## src/rtl/dae_pkg.sv

```systemverilog
`default_nettype none
// ============================================================================
// Module   : dae_pkg
// Purpose  : Opcode constants and the shared ALU function for the
//            decode/execute pipeline.
// Revision : 1.0 - initial release
// ============================================================================
package dae_pkg;

    // Widest datapath the ALU function handles; instances narrow it by width.
    localparam int MAXW = 64;

    localparam logic [2:0] OP_SUB = 3'd0;
    localparam logic [2:0] OP_ADD = 3'd1;
    localparam logic [2:0] OP_OR  = 3'd2;
    localparam logic [2:0] OP_AND = 3'd3;
    localparam logic [2:0] OP_ASR = 3'd4;
    localparam logic [2:0] OP_ROL = 3'd5;
    localparam logic [2:0] OP_SLT = 3'd6;
    localparam logic [2:0] OP_SEQ = 3'd7;

    // Evaluates one opcode at width w (4..MAXW). Operands arrive zero-extended
    // to MAXW bits; the result is masked to w bits so callers can truncate.
    function automatic logic [MAXW-1:0] alu(
        input logic [2:0]      sel,
        input logic [MAXW-1:0] rs,
        input logic [MAXW-1:0] rt,
        input int              w
    );
        logic [MAXW-1:0] c_one;
        logic [MAXW-1:0] mask;
        logic [MAXW-1:0] y;
        c_one = {{(MAXW-1){1'b0}}, 1'b1};
        mask  = (w >= MAXW) ? {MAXW{1'b1}} : ((c_one << w) - c_one);
        case (sel)
            OP_SUB:  y = rs - rt;
            OP_ADD:  y = rs + rt;
            OP_OR:   y = rs | rt;
            OP_AND:  y = rs & rt;
            // Sign bit of rt is replicated into the vacated top position.
            OP_ASR:  y = (rt >> 1) | (((rt >> (w - 1)) & c_one) << (w - 1));
            OP_ROL:  y = (rs << 1) | ((rs >> (w - 1)) & c_one);
            // Pattern 10_11..1_x: clear bit w-2 and bit 0, then insert flag.
            OP_SLT:  y = (mask & ~(c_one << (w - 2)) & ~c_one)
                         | ((rs < rt) ? c_one : {MAXW{1'b0}});
            OP_SEQ:  y = (mask & ~c_one)
                         | ((rs == rt) ? c_one : {MAXW{1'b0}});
            default: y = {MAXW{1'b0}};
        endcase
        return y & mask;
    endfunction

endpackage
`default_nettype wire

```

## src/rtl/dae_if.sv

```systemverilog
`default_nettype none
// ============================================================================
// Module   : dae_if
// Purpose  : Instruction-in / result-out handshake bundle for
//            decode_execute_pipe.
// Revision : 1.0 - initial release
// ============================================================================
interface dae_if #(
    parameter int WIDTH = 4,
    parameter int NREG  = 4
);
    localparam int RW = $clog2(NREG);

    logic             in_valid;
    logic             in_ready;
    logic             in_ld;
    logic [2:0]       in_sel;
    logic [RW-1:0]    in_rs;
    logic [RW-1:0]    in_rt;
    logic [RW-1:0]    in_rd;
    logic [WIDTH-1:0] in_imm;

    logic             out_valid;
    logic             out_ready;
    logic [RW-1:0]    out_rd;
    logic [WIDTH-1:0] out_data;
    logic             out_zero;

    // Instruction source and result consumer side.
    modport master (
        output in_valid, in_ld, in_sel, in_rs, in_rt, in_rd, in_imm, out_ready,
        input  in_ready, out_valid, out_rd, out_data, out_zero
    );

    // Pipeline side.
    modport slave (
        input  in_valid, in_ld, in_sel, in_rs, in_rt, in_rd, in_imm, out_ready,
        output in_ready, out_valid, out_rd, out_data, out_zero
    );
endinterface
`default_nettype wire

```

## src/rtl/dae_alu.sv

```systemverilog
`default_nettype none
// ============================================================================
// Module   : dae_alu
// Purpose  : Combinational eight-operation ALU at WIDTH bits.
// Revision : 1.0 - initial release
// ============================================================================
module dae_alu
    import dae_pkg::*;
#(
    parameter int WIDTH = 4
) (
    input  wire logic [2:0]       sel,
    input  wire logic [WIDTH-1:0] a,
    input  wire logic [WIDTH-1:0] b,
    output logic      [WIDTH-1:0] y
);

    // Widen, evaluate at WIDTH, then narrow back (upper bits are already 0).
    assign y = WIDTH'(alu(sel, MAXW'(a), MAXW'(b), WIDTH));

endmodule
`default_nettype wire

```

## src/rtl/decode_execute_pipe.sv

```systemverilog
`default_nettype none
// ============================================================================
// Module   : decode_execute_pipe
// Purpose  : Two-stage decode/execute pipeline with an NREG-entry register
//            file, immediate loads and valid/ready on both sides.
// Revision : 1.0 - initial release
// ============================================================================
module decode_execute_pipe
    import dae_pkg::*;
#(
    parameter int WIDTH = 4,
    parameter int NREG  = 4,
    parameter int RW    = $clog2(NREG)
) (
    input  wire logic clk,
    input  wire logic rst,
    dae_if.slave      bus
);

    // Stage 1: captured instruction
    logic             r_s1_valid;
    logic             r_s1_ld;
    logic [2:0]       r_s1_sel;
    logic [RW-1:0]    r_s1_rs;
    logic [RW-1:0]    r_s1_rt;
    logic [RW-1:0]    r_s1_rd;
    logic [WIDTH-1:0] r_s1_imm;

    // Stage 2: output register
    logic             r_out_valid;
    logic [RW-1:0]    r_out_rd;
    logic [WIDTH-1:0] r_out_data;
    logic             r_out_zero;

    logic [WIDTH-1:0] r_regs [NREG];

    logic             w_advance;
    logic             w_in_ready;
    logic             w_fire;
    logic [WIDTH-1:0] w_opa;
    logic [WIDTH-1:0] w_opb;
    logic [WIDTH-1:0] w_alu_y;
    logic [WIDTH-1:0] w_result;

    // S2 can take new data whenever it is empty or being drained this cycle.
    assign w_advance  = !r_out_valid || bus.out_ready;
    assign w_in_ready = !r_s1_valid || w_advance;
    assign w_fire     = r_s1_valid && w_advance;

    // Operand fetch happens in S1; the write-back of the instruction ahead
    // lands on the same edge it leaves S1, so no forwarding path is needed.
    assign w_opa = r_regs[r_s1_rs];
    assign w_opb = r_regs[r_s1_rt];

    dae_alu #(.WIDTH(WIDTH)) u_alu (
        .sel (r_s1_sel),
        .a   (w_opa),
        .b   (w_opb),
        .y   (w_alu_y)
    );

    assign w_result = r_s1_ld ? r_s1_imm : w_alu_y;

    assign bus.in_ready  = w_in_ready;
    assign bus.out_valid = r_out_valid;
    assign bus.out_rd    = r_out_rd;
    assign bus.out_data  = r_out_data;
    assign bus.out_zero  = r_out_zero;

    // S1 load: refill (or empty) whenever the slot is free or moving on.
    always_ff @(posedge clk or posedge rst) begin
        if (rst) begin
            r_s1_valid <= 1'b0;
            r_s1_ld    <= 1'b0;
            r_s1_sel   <= 3'd0;
            r_s1_rs    <= '0;
            r_s1_rt    <= '0;
            r_s1_rd    <= '0;
            r_s1_imm   <= '0;
        end else if (w_in_ready) begin
            r_s1_valid <= bus.in_valid;
            if (bus.in_valid) begin
                r_s1_ld  <= bus.in_ld;
                r_s1_sel <= bus.in_sel;
                r_s1_rs  <= bus.in_rs;
                r_s1_rt  <= bus.in_rt;
                r_s1_rd  <= bus.in_rd;
                r_s1_imm <= bus.in_imm;
            end
        end
    end

    // S2 load: take the S1 result, or go empty if S1 has nothing behind it.
    always_ff @(posedge clk or posedge rst) begin
        if (rst) begin
            r_out_valid <= 1'b0;
            r_out_rd    <= '0;
            r_out_data  <= '0;
            r_out_zero  <= 1'b0;
        end else if (w_advance) begin
            r_out_valid <= r_s1_valid;
            if (r_s1_valid) begin
                r_out_rd   <= r_s1_rd;
                r_out_data <= w_result;
                r_out_zero <= (w_result == '0);
            end
        end
    end

    // Register-file write-back, committed as the instruction enters S2.
    always_ff @(posedge clk or posedge rst) begin
        if (rst) begin
            for (int i = 0; i < NREG; i++) begin
                r_regs[i] <= '0;
            end
        end else if (w_fire) begin
            r_regs[r_s1_rd] <= w_result;
        end
    end

endmodule
`default_nettype wire

```

## src/flat_wrapper.sv

```systemverilog
// flat-port wrapper written by rule: the top's interface ports become plain ports
module decode_execute_pipe_flat import dae_pkg::*;
#(
    parameter int WIDTH = 4,
    parameter int NREG  = 4,
    parameter int RW    = $clog2(NREG)
)
  (clk, rst, bus_in_valid, bus_in_ld, bus_in_sel, bus_in_rs, bus_in_rt, bus_in_rd, bus_in_imm, bus_out_ready, bus_in_ready, bus_out_valid, bus_out_rd, bus_out_data, bus_out_zero);
  dae_if #(.WIDTH(WIDTH), .NREG(NREG)) bus_i ();
  input  wire logic clk;
  input  wire logic rst;
  input wire logic [$bits(bus_i.in_valid)-1:0] bus_in_valid;
  input wire logic [$bits(bus_i.in_ld)-1:0] bus_in_ld;
  input wire logic [$bits(bus_i.in_sel)-1:0] bus_in_sel;
  input wire logic [$bits(bus_i.in_rs)-1:0] bus_in_rs;
  input wire logic [$bits(bus_i.in_rt)-1:0] bus_in_rt;
  input wire logic [$bits(bus_i.in_rd)-1:0] bus_in_rd;
  input wire logic [$bits(bus_i.in_imm)-1:0] bus_in_imm;
  input wire logic [$bits(bus_i.out_ready)-1:0] bus_out_ready;
  output wire logic [$bits(bus_i.in_ready)-1:0] bus_in_ready;
  output wire logic [$bits(bus_i.out_valid)-1:0] bus_out_valid;
  output wire logic [$bits(bus_i.out_rd)-1:0] bus_out_rd;
  output wire logic [$bits(bus_i.out_data)-1:0] bus_out_data;
  output wire logic [$bits(bus_i.out_zero)-1:0] bus_out_zero;
  assign bus_i.in_valid = bus_in_valid;
  assign bus_i.in_ld = bus_in_ld;
  assign bus_i.in_sel = bus_in_sel;
  assign bus_i.in_rs = bus_in_rs;
  assign bus_i.in_rt = bus_in_rt;
  assign bus_i.in_rd = bus_in_rd;
  assign bus_i.in_imm = bus_in_imm;
  assign bus_i.out_ready = bus_out_ready;
  assign bus_in_ready = bus_i.in_ready;
  assign bus_out_valid = bus_i.out_valid;
  assign bus_out_rd = bus_i.out_rd;
  assign bus_out_data = bus_i.out_data;
  assign bus_out_zero = bus_i.out_zero;
  decode_execute_pipe #(.WIDTH(WIDTH), .NREG(NREG), .RW(RW)) u_core (.clk(clk), .rst(rst), .bus(bus_i));
endmodule
```

## config.mk

```make
export PLATFORM = sky130hd
export DESIGN_NAME = decode_execute_pipe_flat
export DESIGN_NICKNAME = d
export VERILOG_FILES = /design/src/rtl/dae_pkg.sv /design/src/rtl/dae_if.sv /design/src/rtl/dae_alu.sv /design/src/rtl/decode_execute_pipe.sv /design/src/flat_wrapper.sv
export SDC_FILE = /design/constraint.sdc
export NUM_CORES = 1
export LEC_CHECK = 0
export ABC_AREA = 0
export BUFFER_PORTS_ARGS = -buffer_cell sky130_fd_sc_hd__buf_2
export CAP_MARGIN = 20
export CORE_ASPECT_RATIO = 0.9
export CORE_MARGIN = 2
export CORE_UTILIZATION = 25
export CTS_CLUSTER_SIZE = 25
export DETAILED_ROUTE_END_ITERATION = 10
export GPL_ROUTABILITY_DRIVEN = 0
export PLACE_DENSITY_LB_ADDON = 0.15
export SLEW_MARGIN = 40
export SYNTH_ARGS = -nofsm -noshare
export SYNTH_HDL_FRONTEND = slang
export SYNTH_SLANG_ARGS = --single-unit
```

## constraint.sdc

```tcl
create_clock -name clk -period 4.6 [get_ports clk]
set_input_delay 0.23 -clock clk [delete_from_list [all_inputs] [get_ports clk]]
set_output_delay 0.23 -clock clk [all_outputs]
set_load 0.03 [all_outputs]
```

==> results of run 1 <==
flip-flops by register name, indices dropped and copies added, names as in the netlist:
register and flops:
u_core.r_regs 16, u_core.bus.out_data 4, u_core.r_s1_imm 4, u_core.r_s1_sel 3, u_core.bus.out_rd 2, u_core.r_s1_rd 2
u_core.r_s1_rs 2, u_core.r_s1_rt 2, u_core.bus.out_valid 1, u_core.bus.out_zero 1, u_core.r_s1_ld 1, u_core.r_s1_valid 1
cell type report:
class	count	share of cell area
multi-input cells	132	0.465
flip-flops and latches	39	0.366
well taps	122	0.0572
repair buffers	27	0.0516
clock buffers	5	0.0258
inverters	13	0.0183
clock inverters	3	0.0164
metrics by stage:
step | util | setup WS, ns | instance area (µm²) | hold slack [ns]
2_1_floorplan | - | 1.73 | 2310 | 0.338
3_3_place_gp | 0.282 | 1.41 | 2550 | 0.389
3_5_place_dp | 0.282 | 1.32 | 2550 | 0.384
4_1_cts | 0.295 | 1.29 | 2670 | 0.0506
5_1_grt | 0.295 | 1.00 | 2670 | 0.0886
6_report | 0.295 | 1.33 | 2670 | 0.0368
critical path, delay by kind of cell (launching register included):
kind	cells	cell delay (ns)
AOI/OAI and AO/OA	5	1.00
adders and majority gates	2	0.63
buffers and inverters	2	0.16
DFF	1	0.50
muxes	1	0.39
and+or+nand+nor	2	0.46
final timing paths:
path,startpoint,to,slack [ns],depth (start not counted)
setup / recovery,u_core.r_s1_rs[1]$_DFFE_PP0P_,u_core.bus.out_zero$_DFFE_PP0P_,1.33,12
hold / removal,rst,u_core.r_s1_rt[1]$_DFFE_PP0P_,0.04,3
setup reg to reg,u_core.r_s1_rs[1]$_DFFE_PP0P_,u_core.bus.out_zero$_DFFE_PP0P_,1.33,12
hold reg to reg,u_core.bus.out_zero$_DFFE_PP0P_,u_core.bus.out_zero$_DFFE_PP0P_,0.50,2
max in group asynchronous,rst,u_core.r_regs[13]$_DFFE_PP0P_,4.21,3
min in group clk,bus_in_valid,u_core.r_s1_valid$_DFFE_PP0N_,0.13,2
Yosys cell counts, types with 2 or more instances:
cell type,count
dfrtp_1,39
mux2_2,37
inv_1,13
ha_1,12
nor2_1,11
nand2_1,10
a21oi_1,9
clkbuf_1,6
mux4_2,5
a31oi_1,4
nand2b_1,3
nor3_1,3
o21ai_0,3
fa_1,2
mux4_1,2
o2111ai_1,2
o211ai_1,2
o22ai_1,2
xnor2_1,2
xor2_1,2
cells by family after synthesis:
| kind of cell | count (synthesis) | synth area share |
|---|---|---|
| AND/OR/NAND/NOR | 36 | 0.0749 |
| multiplexers | 46 | 0.263 |
| buffers and inverters | 22 | 0.0396 |
| adder cells (fa/ha/maj) | 14 | 0.0825 |
| XOR/XNOR | 4 | 0.0152 |
| flip-flops | 39 | 0.423 |
| AO/OA/AOI/OAI | 32 | 0.101 |
routing by layer:
metal	routed length, µm	GRT usage	up-vias	share of wire
met5	0	0	-	0
met4	107	0.0467	0	0.020
met3	213	0.0219	8	0.040
met2	2460	0.180	42	0.46
met1	2550	0.167	799	0.48
li1	-	-	743	-
power by group through the flow:
| stage | registers [mW] | clock network, mW | logic (mW) |
|---|---|---|---|
| global placement | 0.576 | 0 | 0.864 |
| CTS | 0.572 | 0.305 | 0.851 |
| floorplan | 0.573 | 0 | 0.630 |
| global route | 0.591 | 0.322 | 0.947 |
| detailed placement | 0.575 | 0 | 0.850 |
| finish | 0.570 | 0.296 | 0.846 |
==> results.toml, run 1 <==
[floorplanning]
die_x_um = 105
dieArea_um2 = 10000
ios = 27
fp-row-count = 33
fp.dieH_um = 95.1
initial_core_util = 0.255
coreArea_um2 = 9040

[synthesis]
yosysWarnings = 0
synth_top_area_cell = "dfrtp_1"
avgSynthCellArea_um2 = 11.9
synth_area_leaders = "dfrtp_1, mux2_2, ha_1, mux4_2, mux4_1"
synthesis.nets = 225
synth_top_flop_cell = "dfrtp_1"
netlist.area_leader.share = 0.423
async_flop_share = 1.00
ys_types = 44
synth_edf_count = 0
synth_area_um2 = 2310
postSynthCellCount = 193
ys_ff_latch = 39
synth_seq_area_share = 0.423

[final_layout]
multi_input_area_um2 = 1240
area_growth_pct = 15.6
drive_above_1_share = 0.384
fin_nets = 250
antenna_cells = 0
fin_cells = 341
ff_latch_area_um2 = 976
nFillCells = 935
final_common_cell = "dfrtp_1"
most-common-layout-cells = "dfrtp_1, mux2_2, buf_2"

[global_routing]
first_global_vias = 1611
gr-usage-all-layers = 0.118
antenna_found_initial = 0
grt_start_max_net_pins = 40
grt_overflow = 0
grt_pass1_wl_um = 9190

[clock_network]
cts_setup_buffers = 0
cts_root_buffer = "clkbuf_8"
cts_tree = "built"
cts_made_buffers = 5
ctsResizeCount = 0
clkTransAtPathRegs_ns = 0.08
htree_num_levels = 2
cts_hold_buf = 0
clock-sinks = 39
clkLatencyLatePin_ns = 0.30
clk_path_buf_depth = 2

[worst_setup_path]
required_ns = 4.77
crit_chain = "mux2_2 > o21ai_0 > inv_1 > ha_1 > inv_1 > fa_1 > or2_2 > a21oi_1 > o22ai_1 > a31oi_1 > or3_1 > o31ai_2"
slowest_delay_ns = 0.50
crit_top_cell = "inv_1"
crit_path_max_fanout = 6
cp-end-kind = "flip-flop"
crit_path_top_delay_cell = "dfrtp_1"
arrival_ns = 3.44
startpoint_type = "flip-flop"
crit_type = "flip-flop to flip-flop"

[detailed_routing]
drc = 0
wl_per_cell_um = 15.6
ant_nets = 0
drt_iter0_markers = 71
viasPerCell = 4.67
num_vias = 1592
first_pass_iters = 4
routed_wl_um = 5330

[flow_run]
cap_violations = 0

[placed_design]
place.detailed.hpwl_um = 3940
portBuffers = 26
dp.cells = 333

[sta]
finClkSkew_ns = 0.00584
fin_crit_ns = 3.27
rsz0062_at_grt = "no"
finalHoldViolations = 0
tightest_slew_ns = 0.729
setup_viol = 0
fmax_mhz = 306
setup_tns_ns = 0
slew_headroom = 0.510
post-route-period-util = 0.711
slew_viol_final = 0

[worst_hold_path]
hold_class = "input pin to asynchronous set/reset pin"

[power]
intPower_mw = 1.02
p_comb_frac = 0.494
swShare = 0.405
p_leak_nw = 1.15
pwr-share-seq = 0.333
p_clk_frac = 0.173
peakVddDrop_uv = 174
p_switching_uw = 694
powerDensity_nw_per_um2 = 642
total_power_mw = 1.71

[outcome]
status = "finished clean"
No activity file was read; power rests on OpenSTA's default activity.
==> inputs of run 2 (changes only) <==
Clock period 4.6 ns to 3.1 ns, I/O delays scaled along.
==> run 2 against run 1 <==
  * Non-clock buffer count up 10
  * Combinational power up 63%
  * Die area unchanged
  * Sequential share of layout area down 0.83 points
  * Critical path depth down 2
  * Global-route usage up 0.29 points
  * Clock-buffer cell count unchanged
  * Critical endpoint is now u_core.r_regs[5]$_DFFE_PP0P_
  * Highest routed layer unchanged
==> results.toml, run 2 (synthesis results as in run 1) <==
[outcome]
status = "finished clean"

[detailed_routing]
first_pass_iters = 4
drt_iter0_markers = 48
drc = 0
viasPerCell = 4.50
routed_wl_um = 5520
num_vias = 1581
ant_nets = 0
wl_per_cell_um = 15.7

[clock_network]
clkTransAtPathRegs_ns = 0.08
cts_tree = "built"
cts_made_buffers = 5
clkLatencyLatePin_ns = 0.30
clock-sinks = 39
clk_path_buf_depth = 2
htree_num_levels = 2
cts_root_buffer = "clkbuf_8"
cts_setup_buffers = 0

[worst_setup_path]
required_ns = 3.34
arrival_ns = 3.13
r2r_setup_slack_ns = 0.21
startpoint_type = "flip-flop"
crit_type = "flip-flop to flip-flop"
crit_path_max_fanout = 5
cp-end-kind = "flip-flop"

[sta]
setup_tns_ns = 0
hold_slack_ns = 0.0529
setup_viol = 0
fin_crit_ns = 2.89
tightest_slew_ns = 0.634
fmax_mhz = 346
finalHoldViolations = 0
finClkSkew_ns = 0.00543
post-route-period-util = 0.933
slew_viol_final = 0
slew_headroom = 0.577
rsz0062_at_grt = "no"
fin_ws_ns = 0.208

[global_routing]
first_global_vias = 1660
grt_overflow = 0
gr-usage-all-layers = 0.121
antenna_found_initial = 0
grt_pass1_wl_um = 9230
grt_start_max_net_pins = 24

[floorplanning]
die_x_um = 105
ios = 27
fp-row-count = 33
dieArea_um2 = 10000
initial_core_util = 0.255
coreArea_um2 = 9040
fp.dieH_um = 95.1

[final_layout]
largest_reg_flops = 16
largest-register = "u_core.r_regs"
most-common-layout-cells = "mux2_2, dfrtp_1, buf_2"
final_area_um2 = 2740
fin_cells = 351
antenna_cells = 0
fin_nets = 260
drive_above_1_share = 0.432
area_growth_pct = 18.6

[placed_design]
place_area_um2 = 2620
portBuffers = 26
dp.cells = 342
pre_cts_ws_ns = 0.128
place.detailed.hpwl_um = 4260

[power]
peakVddDrop_uv = 315
p_leak_nw = 1.17
powerDensity_nw_per_um2 = 938

[flow_run]
cap_violations = 0

[worst_hold_path]
hold_class = "input pin to flip-flop"
==> run 2: cell count changes in the layout (fill, tap and decap cells not counted), moves of 2 or more <==
cell        delta
dfrtp_2        +2
clkinvlp_4     +2
buf_4          +9
dfrtp_1        -2
==> run 2: routing by layer <==
layer	vias up	part of all wire	global-route usage
met3	13	0.026	0.0226
met5	-	0	0
met4	0	0.032	0.0600
met2	29	0.45	0.188
li1	764	-	-
met1	775	0.49	0.163
==> run 2: final timing paths <==
kind                                                 start                              end  cells past startpoint
max                          u_core.r_s1_rs[1]$_DFFE_PP0P_     u_core.r_regs[5]$_DFFE_PP0P_                     10
min in group asynchronous                              rst    u_core.r_s1_valid$_DFFE_PP0N_                      3
max in group asynchronous                              rst    u_core.r_s1_rs[1]$_DFFE_PP0P_                      4
min                                           bus_in_valid    u_core.r_s1_valid$_DFFE_PP0N_                      2
max reg2reg                  u_core.r_s1_rs[1]$_DFFE_PP0P_     u_core.r_regs[5]$_DFFE_PP0P_                     10
min reg2reg                u_core.bus.out_zero$_DFFE_PP0P_  u_core.bus.out_zero$_DFFE_PP0P_                      2
==> run 2: final cells by class <==
cell class	instances	area [µm²]
clock buffer	5	68.8
tap	122	153
sequential	39	978
fill	918	6310
inverter	13	48.8
timing repair buffer	37	215
multi-input combinational	132	1250
clock inverter	3	20.0
==> run 2: timing repair <==
action / CTS / global route
gates resized for setup: 0 / 5
endpoints found under the setup margin: 0 / 6
hold buffers: 1 / 0
endpoints found under the hold margin: 22 / 0
==> run 2: where the power goes <==
group | internal, mW | total (mW) | switching, mW
Clock | 0.157 | 0.349 | 0.193
Combinational | 0.670 | 1.38 | 0.705
Sequential | 0.681 | 0.842 | 0.161
Total | 1.51 | 2.57 | 1.06
==> run 2: stage by stage <==
step                      utilization  power [mW]
after floorplan                     -        1.78
after global placement          0.290        2.23
after detailed placement        0.290        2.22
after CTS                       0.301        2.59
after global routing            0.302        2.78
final                           0.302        2.57
==> run 2: worst max-delay path, cell delays in order, from the launching register on <==
cell and delay (ns):
dfrtp_2 0.42, mux4_1 0.69, inv_1 0.13, buf_4 0.14
fa_1 0.38, or2_2 0.28, a21oi_1 0.13, o22ai_1 0.12
a31oi_1 0.23, buf_4 0.18, mux2_2 0.14
